File: config.mk
export PLATFORM = sky130hd
export DESIGN_NAME = vga_pixel_pipe
export DESIGN_NICKNAME = d
export VERILOG_FILES = /design/src/rtl/vga_pixel_pipe.sv
export SDC_FILE = /design/constraint.sdc
export NUM_CORES = 1
export LEC_CHECK = 0
export CORE_MARGIN = 10
export CORE_UTILIZATION = 48
export CTS_CLUSTER_DIAMETER = 80
export DETAILED_ROUTE_END_ITERATION = 7
export GPL_ROUTABILITY_DRIVEN = 0
export HOLD_SLACK_MARGIN = 0.08
export PLACE_DENSITY = 0.85
export RECOVER_POWER = 100
export SETUP_SLACK_MARGIN = 0.5
export SLEW_MARGIN = 20
export SYNTH_ARGS = -nofsm -noshare
export SYNTH_HDL_FRONTEND = slang
export SYNTH_SLANG_ARGS = --single-unit
export TNS_END_PERCENT = 5
File: constraint.sdc
create_clock -name clk -period 2.19 [get_ports clk]
set_input_delay 0.438 -clock clk [delete_from_list [all_inputs] [get_ports clk]]
set_output_delay 0.438 -clock clk [all_outputs]
set_load 0.01 [all_outputs]
File: src/rtl/vga_pixel_pipe.sv
// vga_pixel_pipe: pixel-rate clock divider, programmable H/V timing counters
// and a registered RGB/sync output stage with one pixel tick of latency.
// Optional feature macro: VGA_TEST_PATTERN_EN adds a test_mode input that
// substitutes eight vertical colour bars for the upstream colour.
module vga_pixel_pipe #(
  parameter int CLK_DIV  = 4,
  parameter int COLOR_W  = 4,
  parameter int H_ACTIVE = 640,
  parameter int H_FP     = 16,
  parameter int H_SYNC   = 96,
  parameter int H_BP     = 48,
  parameter int V_ACTIVE = 480,
  parameter int V_FP     = 10,
  parameter int V_SYNC   = 2,
  parameter int V_BP     = 33,
  parameter int SYNC_POL = 0
) (
  input  logic               clk,
  input  logic               reset,
  input  logic [COLOR_W-1:0] in_r,
  input  logic [COLOR_W-1:0] in_g,
  input  logic [COLOR_W-1:0] in_b,
`ifdef VGA_TEST_PATTERN_EN
  input  logic               test_mode,
`endif
  output logic [10:0]        pix_x,
  output logic [10:0]        pix_y,
  output logic               pix_en,
  output logic               frame_start,
  output logic [COLOR_W-1:0] vga_r,
  output logic [COLOR_W-1:0] vga_g,
  output logic [COLOR_W-1:0] vga_b,
  output logic               h_sync,
  output logic               v_sync
);

  localparam int H_TOTAL = H_ACTIVE + H_FP + H_SYNC + H_BP;
  localparam int V_TOTAL = V_ACTIVE + V_FP + V_SYNC + V_BP;
  localparam int DIV_W   = (CLK_DIV > 1) ? $clog2(CLK_DIV) : 1;

  localparam logic [DIV_W-1:0] DIV_LAST = DIV_W'(CLK_DIV - 1);
  localparam logic [10:0] H_LAST = 11'(H_TOTAL - 1);
  localparam logic [10:0] V_LAST = 11'(V_TOTAL - 1);
  // 12-bit boundaries so an end point of exactly 2048 still compares correctly
  localparam logic [11:0] H_ACT = 12'(H_ACTIVE);
  localparam logic [11:0] H_SB  = 12'(H_ACTIVE + H_FP);
  localparam logic [11:0] H_SE  = 12'(H_ACTIVE + H_FP + H_SYNC);
  localparam logic [11:0] V_ACT = 12'(V_ACTIVE);
  localparam logic [11:0] V_SB  = 12'(V_ACTIVE + V_FP);
  localparam logic [11:0] V_SE  = 12'(V_ACTIVE + V_FP + V_SYNC);
  localparam logic SYNC_ON = (SYNC_POL != 0);

  logic [DIV_W-1:0] div_cnt_reg, div_cnt_next;
  logic [10:0]      h_cnt_reg, h_cnt_next;
  logic [10:0]      v_cnt_reg, v_cnt_next;
  logic [11:0]      h_ext, v_ext;
  logic             de, hs_act, vs_act;
  logic             h_sync_reg, v_sync_reg;

  // With CLK_DIV=1 the counter is stuck at 0 == DIV_LAST, so pix_en is always 1
  assign pix_en = (div_cnt_reg == DIV_LAST);
  assign h_ext  = {1'b0, h_cnt_reg};
  assign v_ext  = {1'b0, v_cnt_reg};

  // Next-state for the divider and the raster counters (line wrap and
  // vertical advance happen on the same pixel tick)
  always_comb begin
    div_cnt_next = pix_en ? '0 : div_cnt_reg + 1'b1;
    h_cnt_next   = h_cnt_reg;
    v_cnt_next   = v_cnt_reg;
    if (pix_en) begin
      if (h_cnt_reg == H_LAST) begin
        h_cnt_next = '0;
        v_cnt_next = (v_cnt_reg == V_LAST) ? 11'd0 : v_cnt_reg + 11'd1;
      end else begin
        h_cnt_next = h_cnt_reg + 11'd1;
      end
    end
  end

  // Divider and raster counter registers
  always_ff @(posedge clk or posedge reset) begin
    if (reset) begin
      div_cnt_reg <= '0;
      h_cnt_reg   <= '0;
      v_cnt_reg   <= '0;
    end else begin
      div_cnt_reg <= div_cnt_next;
      h_cnt_reg   <= h_cnt_next;
      v_cnt_reg   <= v_cnt_next;
    end
  end

  // Stage-0 decodes of the current raster position
  always_comb begin
    de     = (h_ext < H_ACT) && (v_ext < V_ACT);
    hs_act = (h_ext >= H_SB) && (h_ext < H_SE);
    vs_act = (v_ext >= V_SB) && (v_ext < V_SE);
  end

`ifdef VGA_TEST_PATTERN_EN
  localparam int          BAR_W_I = (H_ACTIVE >= 8) ? H_ACTIVE / 8 : 1;
  localparam logic [10:0] BAR_W   = 11'(BAR_W_I);
  logic [10:0] bar_q;
  logic [2:0]  bar_idx, bar_code;

  // Bar index from the column, clamped so the right-hand remainder stays black
  always_comb begin
    bar_q    = h_cnt_reg / BAR_W;
    bar_idx  = (bar_q > 11'd7) ? 3'd7 : bar_q[2:0];
    bar_code = 3'd7 - bar_idx;
  end
`endif

  logic [COLOR_W-1:0] in_c [3];
  assign in_c[0] = in_r;
  assign in_c[1] = in_g;
  assign in_c[2] = in_b;

  genvar gi;
  generate
    for (gi = 0; gi < 3; gi++) begin : gen_ch
      logic [COLOR_W-1:0] src;
      logic [COLOR_W-1:0] chan_reg;
`ifdef VGA_TEST_PATTERN_EN
      // Channel 0 (red) takes code bit 2, green bit 1, blue bit 0
      assign src = test_mode ? {COLOR_W{bar_code[2-gi]}} : in_c[gi];
`else
      assign src = in_c[gi];
`endif
      // Colour register: blanked outside the active area, loads once per pixel
      always_ff @(posedge clk or posedge reset) begin
        if (reset)       chan_reg <= '0;
        else if (pix_en) chan_reg <= de ? src : '0;
      end
    end
  endgenerate

  // Sync registers, aligned with the colour register
  always_ff @(posedge clk or posedge reset) begin
    if (reset) begin
      h_sync_reg <= ~SYNC_ON;
      v_sync_reg <= ~SYNC_ON;
    end else if (pix_en) begin
      h_sync_reg <= hs_act ? SYNC_ON : ~SYNC_ON;
      v_sync_reg <= vs_act ? SYNC_ON : ~SYNC_ON;
    end
  end

  assign pix_x  = h_cnt_reg;
  assign pix_y  = v_cnt_reg;
  assign vga_r  = gen_ch[0].chan_reg;
  assign vga_g  = gen_ch[1].chan_reg;
  assign vga_b  = gen_ch[2].chan_reg;
  assign h_sync = h_sync_reg;
  assign v_sync = v_sync_reg;
  // Gated by reset so the pulse stays low while held in reset with CLK_DIV=1
  assign frame_start = pix_en && !reset && (h_cnt_reg == 11'd0) && (v_cnt_reg == 11'd0);

endmodule

# Word level (Yosys, flattened, before mapping)
# Index checks and enable logic that the tools add are counted.
[word_totals] regBits=38 inputBits=14 output_inout_bits=38 elab_cells=38
[op_classes] addsub=3 n_lt_le_gt_ge=6 n_eq_ne=3 n_mux=8 n_reduce_logical=10
[ops] op="$add 11x1->11 const B" n=2
[ops] op="$eq 11x10->1 const B" n=2
[ops] op="$logic_not 11->1" n=2
[ops] op="$lt 11x10->1 const B" n=2
[ops] op="$lt 11x9->1 const B" n=2
[ops] op="$mux 11" n=2
[ops] op="$mux 4" n=3
[ops] op="$ge 11x10->1 const B" n=1
[ops] op="$ge 11x9->1 const B" n=1
[ops] op="$logic_and 1x1->1" n=6
[ops] op="$add 2x1->2 const B" n=1
[ops] op="$eq 2x2->1 const B" n=1
[ops] op="$mux 1" n=2
[ops] op="$mux 2" n=1
[ops] op="$reduce_and 2->1" n=1
[ops] op="$logic_not 1->1" n=1

# Depth between registers and ports, before layout
# Gate-level depths: netlist (run 1).
[logic_depth] ltp_word=4 ltp_mapped=7 mapped_depth_nobuf=6

# Least setup slack after synthesis (run 1)
# No wires, ideal clock.
[synth_timing] path_type="reg-to-output" from="register v_cnt_reg[0] (netlist: pix_y[0])" to="output port frame_start" arrival_ns=1.616 required_time_ns=1.752 setup_slack_ns=0.136 path_stages_with_launch=6 n_path_buf=0 path_cell_list="dfrtp_1 -> inv_1 -> ha_1 -> nor4b_1 -> nand2_1 -> nor4_1"
[synth_via] elab_chain_cells=2
[synth_lines] item="start, declared" line_no="55" rtl="logic [10:0] v_cnt_reg, v_cnt_next;"
[synth_lines] item="start signal, assigned" line_no="90" rtl="v_cnt_reg <= v_cnt_next;"
[synth_lines] item="$logic_not 11->1" line_no="158" rtl="assign frame_start = pix_en && !reset && (h_cnt_reg == 11'd0) && (v_cnt_reg == 11'd0);"
[synth_lines] item="$logic_and 1x1->1" line_no="158"
[synth_lines] item="end, declared" line_no="29" rtl="output logic frame_start,"
# Every way passes these cells.

# Worst setup path in the final report (run 1)
[layout_timing] from="register v_cnt_reg[3] (netlist: pix_y[3])" to="output port frame_start"
# Same word-level chain as after synthesis.

==> impl_metrics.tcl, run 1 <==
set metrics [dict create \
    chipHeight_um 82.6 \
    area_growth_pct 58.2 \
    final_layout_size_suffix_gt1_share_pct 28.7 \
    yosysWarnings 0 \
    timing.critical_path.arrival_ns 1.75 \
    synth_edf_count 0 \
    first_pass_iters 4 \
    h-tree-depth 2 \
    setup_viol 0 \
    mostFrequentLayoutCell "dfrtp_1" \
    grt_usage_pct 16.9 \
    ys_types 37 \
    first_global_vias 1799 \
    hp-class "reg -> reg" \
    rows 22 \
    syn_inst 197 \
    cap_violations 0 \
    wl_met2_um 3120 \
    crit_type "reg -> out" \
    placed_cell_area_um2 2660 \
    critical_path.max_fanout 2 \
    maxSlewViolCount 0 \
    ant_nets 0 \
    seq_area_frac_synth_pct 50.7 \
    p_leak_nw 1.46 \
    pwr_density_cell_nw_per_um2 509 \
    synth_flop_cell "dfrtp_1" \
    root_buffer "clkbuf_8" \
    drt_first_iter_violations 180 \
    fin_total_pwr_mw 1.52 \
    synth.avg_cell_area_um2 9.55 \
    die_x_um 82.6 \
    rsz0062_at_grt "yes" \
    hold_violations 0 \
    finClkSkew_ns 0.00441 \
    worst_slew_pin_slew_ns 0.927 \
    grt_overflow_total 0 \
    synthArstFlopShare_pct 100 \
    status "finished clean" \
    dp_hpwl_um 3780 \
    drt-total-wl_um 6270 \
    fin_area_um2 2980 \
    clockBufferDepth 2 \
    grt_max_degree 39 \
    wl_per_cell_um 19.2 \
    cts-hold-fix-buffers 0 \
    wl_met3_um 613 \
    crit_required_ns 1.75 \
    cts_buffers 5 \
    highest_layer "met4" \
    cp-start-kind "register" \
    postCtsSetupBuffers 0 \
    core_area_um2 3720 \
    io_pins 52 \
    utilization_pct 80.1 \
    wl_met1_um 2290 \
    vias_per_cell 5.66 \
    clock.fmax_ghz 0.457 \
    portBuffers 51 \
    ir_drop_mv 0.408 \
    tritoncts "done" \
    synth-seq-cells 38 \
    placed_cells 319 \
    clock-sinks 38 \
    final_cell_mix "dfrtp_1 (36), clkdlybuf4s50_1 (23), buf_4 (20)" \
    grt_pass1_wl_um 8910 \
    fin_cells 327 \
    diodes 0 \
    grt_antenna_before_repair 0 \
    max_slew_margin_pct 38.2 \
    initial_core_util_pct 50.6 \
    insertion_delay_ns 0.30 \
    drc 0 \
    finalCritPeriodShare_pct 99.9 \
    syn_area_um2 1880 \
    final.min_clock_period_ns 2.19 \
    syn_nets 216 \
    end_kind "primary output" \
    num_vias 1850 \
    fin_nets 297 \
    die_area_um2 6830 \
    clkTransAtPathRegs_ns 0.08 \
]
## critical path, cell delays in order, from the launching register on
cell and delay (ns):
dfrtp_1 0.42, nor4_2 0.41, nand4_1 0.21, nor4_4 0.24, buf_2 0.17
## through the flow
step | hold slack (ns) | TNS (ns) | setup WS (ns)
after global routing | 0.462 | -0.141 | -0.116
after global placement | 0.415 | -0.358 | -0.358
after CTS | 0.445 | 0 | 0.0461
after detailed placement | 0.423 | -0.358 | -0.358
after floorplan | 0.403 | 0 | 0.238
final | 0.451 | 0 | 0.00183
## area by class of cell
class | instances | area (um2)
Fill cell | 235 | 739
Clock inverter | 3 | 68.8
Timing Repair Buffer | 80 | 738
Clock buffer | 5 | 68.8
Tap cell | 48 | 60.1
Sequential cell | 38 | 953
Multi-Input combinational cell | 134 | 1020
Inverter | 19 | 71.3
## logic make-up (layout without fill, tap and decap cells)
family / count (synthesis) / in the layout / synth area share (%)
AO/OA/AOI/OAI: 30 / 30 / 8.38
multiplexers: 3 / 3 / 1.60
XOR/XNOR: 10 / 10 / 4.65
flip-flops: 38 / 38 / 50.7
buffers and inverters: 25 / 107 / 5.12
AND/OR/NAND/NOR: 86 / 86 / 26.3
adder cells (fa/ha/maj): 5 / 5 / 3.32
## cells in the mapped netlist (3+ instances only)
cell       n  share of area (%)
and3_1     4                1.3
a31oi_1    3                1.0
ha_1       5                3.3
inv_1     19                3.8
clkbuf_1   4               0.80
dfrtp_1   36                 48
nand2_1   30                6.0
nand3_1   10                2.7
mux2i_1    3                1.6
nor4_1     4                1.3
o21ai_0   20                5.3
a21oi_1    4                1.1
nor3_1     4                1.1
nand4_1    5                1.7
xnor2_1    4                1.9
nor2_1    10                2.0
xor2_1     6                2.8
## path summary, 6_finish.rpt
path / startpoint / to / slack (ns) / cells after the start
setup / recovery: pix_y[3] / frame_start / 0.002 / 4
max in group asynchronous: reset / pix_y[10] / 1.02 / 3
hold / removal: div_cnt_reg[0] / div_cnt_reg[0] / 0.45 / 1
hold reg to reg: div_cnt_reg[0] / div_cnt_reg[0] / 0.45 / 1
setup reg to reg: pix_x[2] / pix_y[7] / 0.09 / 6
min in group asynchronous: reset / pix_x[1] / 0.60 / 3
## repair_timing
item | 4_1_cts | 5_1_grt
pin swaps | 3 | 26
cloned | 0 | 0
gates resized for setup | 14 | 81
setup endpoints to repair | 53 | 57
## per-layer routing
metal	global-route usage, %	up-vias
met5	0	-
met4	8.53	0
met3	5.62	23
met2	26.3	90
met1	20.4	898
li1	-	839
## power by group
part	switching, mW	internal [mW]
Combinational	0.0390	0.0451
Sequential	0.00565	0.713
Clock	0.257	0.456
No activity file was read; power rests on OpenSTA's default activity.
==> inputs of run 2 (changes only) <==
Settings changed: REMOVE_ABC_BUFFERS set to 1.
==> run 2 against run 1 <==
Compared with the run above: non-clock buffer count up 14; worst setup slack gained 0.065 ns; combinational power shrank 6.3%.
==> impl_metrics.tcl, run 2 (same netlist as run 1, synthesis figures left out) <==
set metrics [dict create \
    h-tree-depth 2 \
    seq_power_share_pct 50.3 \
    crit_type "reg -> out" \
    insertion_delay_ns 0.30 \
    drt-total-wl_um 6870 \
    rr_endpoint "pix_y[3]" \
    portBuffers 51 \
    fin_nets 311 \
    diodes 0 \
    end_kind "primary output" \
    grt_pass1_wl_um 9560 \
    rows 22 \
    fin_hold_ws_ns 0.369 \
    p_leak_nw 1.59 \
    grt_antenna_before_repair 0 \
    root_buffer "clkbuf_8" \
    cp-start-kind "register" \
    status "finished clean" \
    chipHeight_um 82.6 \
    switching_share_pct 21.1 \
    critical_path.max_fanout 2 \
    wl_per_cell_um 20.2 \
    crit_chain "inv_2 > ha_4 > nor4b_4 > buf_4 > nand2_2 > nor4_2 > buf_2" \
    hp-class "in -> async" \
    slowest_stage "dfrtp_1" \
    crit_required_ns 1.75 \
    clockBufferDepth 2 \
    p_sw_mw 0.301 \
    io_pins 52 \
    core_area_um2 3720 \
    area_growth_pct 67.8 \
    hold_violations 0 \
    clock-sinks 38 \
    final.min_clock_period_ns 2.12 \
    reg2reg_slack_ns 0.07 \
    final_cell_mix "dfrtp_1 (35), nand2_1 (26), buf_4 (26)" \
    num_vias 1954 \
    first_pass_iters 4 \
    cts-hold-fix-buffers 0 \
    clkTransAtPathRegs_ns 0.07 \
    critical_path.max_stage_delay_ns 0.39 \
    mostFrequentLayoutCell "dfrtp_1" \
    maxSlewViolCount 0 \
    path_buf_inv 3 \
    rsz0062_at_grt "yes" \
    setup_viol 0 \
    drt_first_iter_violations 168 \
    die_x_um 82.6 \
    setup_tns_ns 0 \
    grt_overflow_total 0 \
    timing.critical_path.arrival_ns 1.69 \
    finalCritPeriodShare_pct 97.0 \
    pwr-share-clk_pct 44.2 \
    clock.fmax_ghz 0.471 \
    cts_buffers 5 \
    tritoncts "done" \
    first_global_vias 1943 \
    reg2reg_depth 6 \
    r2r-start "pix_x[0]" \
    placed_cell_area_um2 2660 \
    ant_nets 0 \
    dp_hpwl_um 3960 \
    max_slew_margin_pct 38.0 \
    final_layout_size_suffix_gt1_share_pct 30.4 \
    vias_per_cell 5.73 \
    finClkSkew_ns 0.0104 \
    cap_violations 0 \
    fin_area_um2 3160 \
    comb_power_share_pct 5.5 \
    crit_family "simple AND/OR/NAND/NOR gates" \
    fin_total_pwr_mw 1.43 \
    die_area_um2 6830 \
    p_int_mw 1.13 \
    worst_slew_pin_slew_ns 0.930 \
    drc 0 \
    grt_usage_pct 18.1 \
    initial_core_util_pct 50.6 \
    grt_max_degree 37 \
    ir_drop_mv 0.512 \
    pwr_density_cell_nw_per_um2 453 \
]
[run 2: changes by cell type in the layout (fill, tap and decap cells not counted), moves of 3 or more]
cell | previous run | this run
buf_6 | 4 | 9
nand2_2 | 11 | 3
nand3_2 | 0 | 3
o21ai_2 | 8 | 4
nand3_1 | 10 | 5
o21ai_0 | 5 | 9
buf_4 | 20 | 26
nand2_1 | 18 | 26
[run 2: through the flow]
step                      worst slack (ns)  instances  utilization (%)
after global routing               -0.0266        341             85.0
after CTS                            0.116        337             78.5
after global placement              -0.340        321             71.6
after floorplan                     -0.104        191                -
after detailed placement            -0.305        321             71.6
final                               0.0667        341             85.0
[run 2: timing repair]
| action | in CTS | in global routing |
|---|---|---|
| buffers inserted | 7 | 4 |
| pin swaps | 3 | 35 |
| cloned | 1 | 0 |
| endpoints found under the setup margin | 55 | 59 |
| resized for setup | 23 | 81 |
[run 2: power by group through the flow]
stage	clock, mW	combinational, mW	sequential, mW
2_1_floorplan	0	0.0180	0.737
3_3_place_gp	0	0.0774	0.731
3_5_place_dp	0	0.0797	0.732
4_1_cts	0.622	0.0801	0.718
5_1_grt	0.658	0.0861	0.720
6_report	0.632	0.0788	0.719
[run 2: layout make-up]
type,instances,area (um2)
clock buffer,7,86.3
clock inverter,1,30.0
fill,192,558
inverter,19,71.3
multi-input combinational,134,1030
sequential,38,955
tap,48,60.1
timing repair buffer,94,922
[run 2: worst max-delay path by stage]
stage / cells past startpoint / endpoint / from
after global placement: 5 / frame_start / reset
after detailed placement: 5 / frame_start / reset
after CTS: 4 / frame_start / div_cnt_reg[0]
after floorplan: 5 / vga_b[0] / div_cnt_reg[0]
after global routing: 7 / frame_start / pix_y[0]
final: 7 / frame_start / pix_y[0]
[run 2: worst register-to-register path: cells and delay by family, from the launching register on]
family	cells	cell delay (ns)
buffers and inverters	1	0.13
AND/OR/NAND/NOR	2	1.12
flip-flops	1	0.36
adder cells (fa/ha/maj)	1	0.12
AO/OA/AOI/OAI	2	0.26
[run 2: layer usage]
metal	share of wire, %	routed length [um]	vias up	GRT usage, %
met5	0	0	-	0
met4	2.6	178	0	5.18
met3	8.3	571	19	6.26
met2	52	3560	84	30.7
met1	37	2560	977	21.3
li1	-	-	874	-
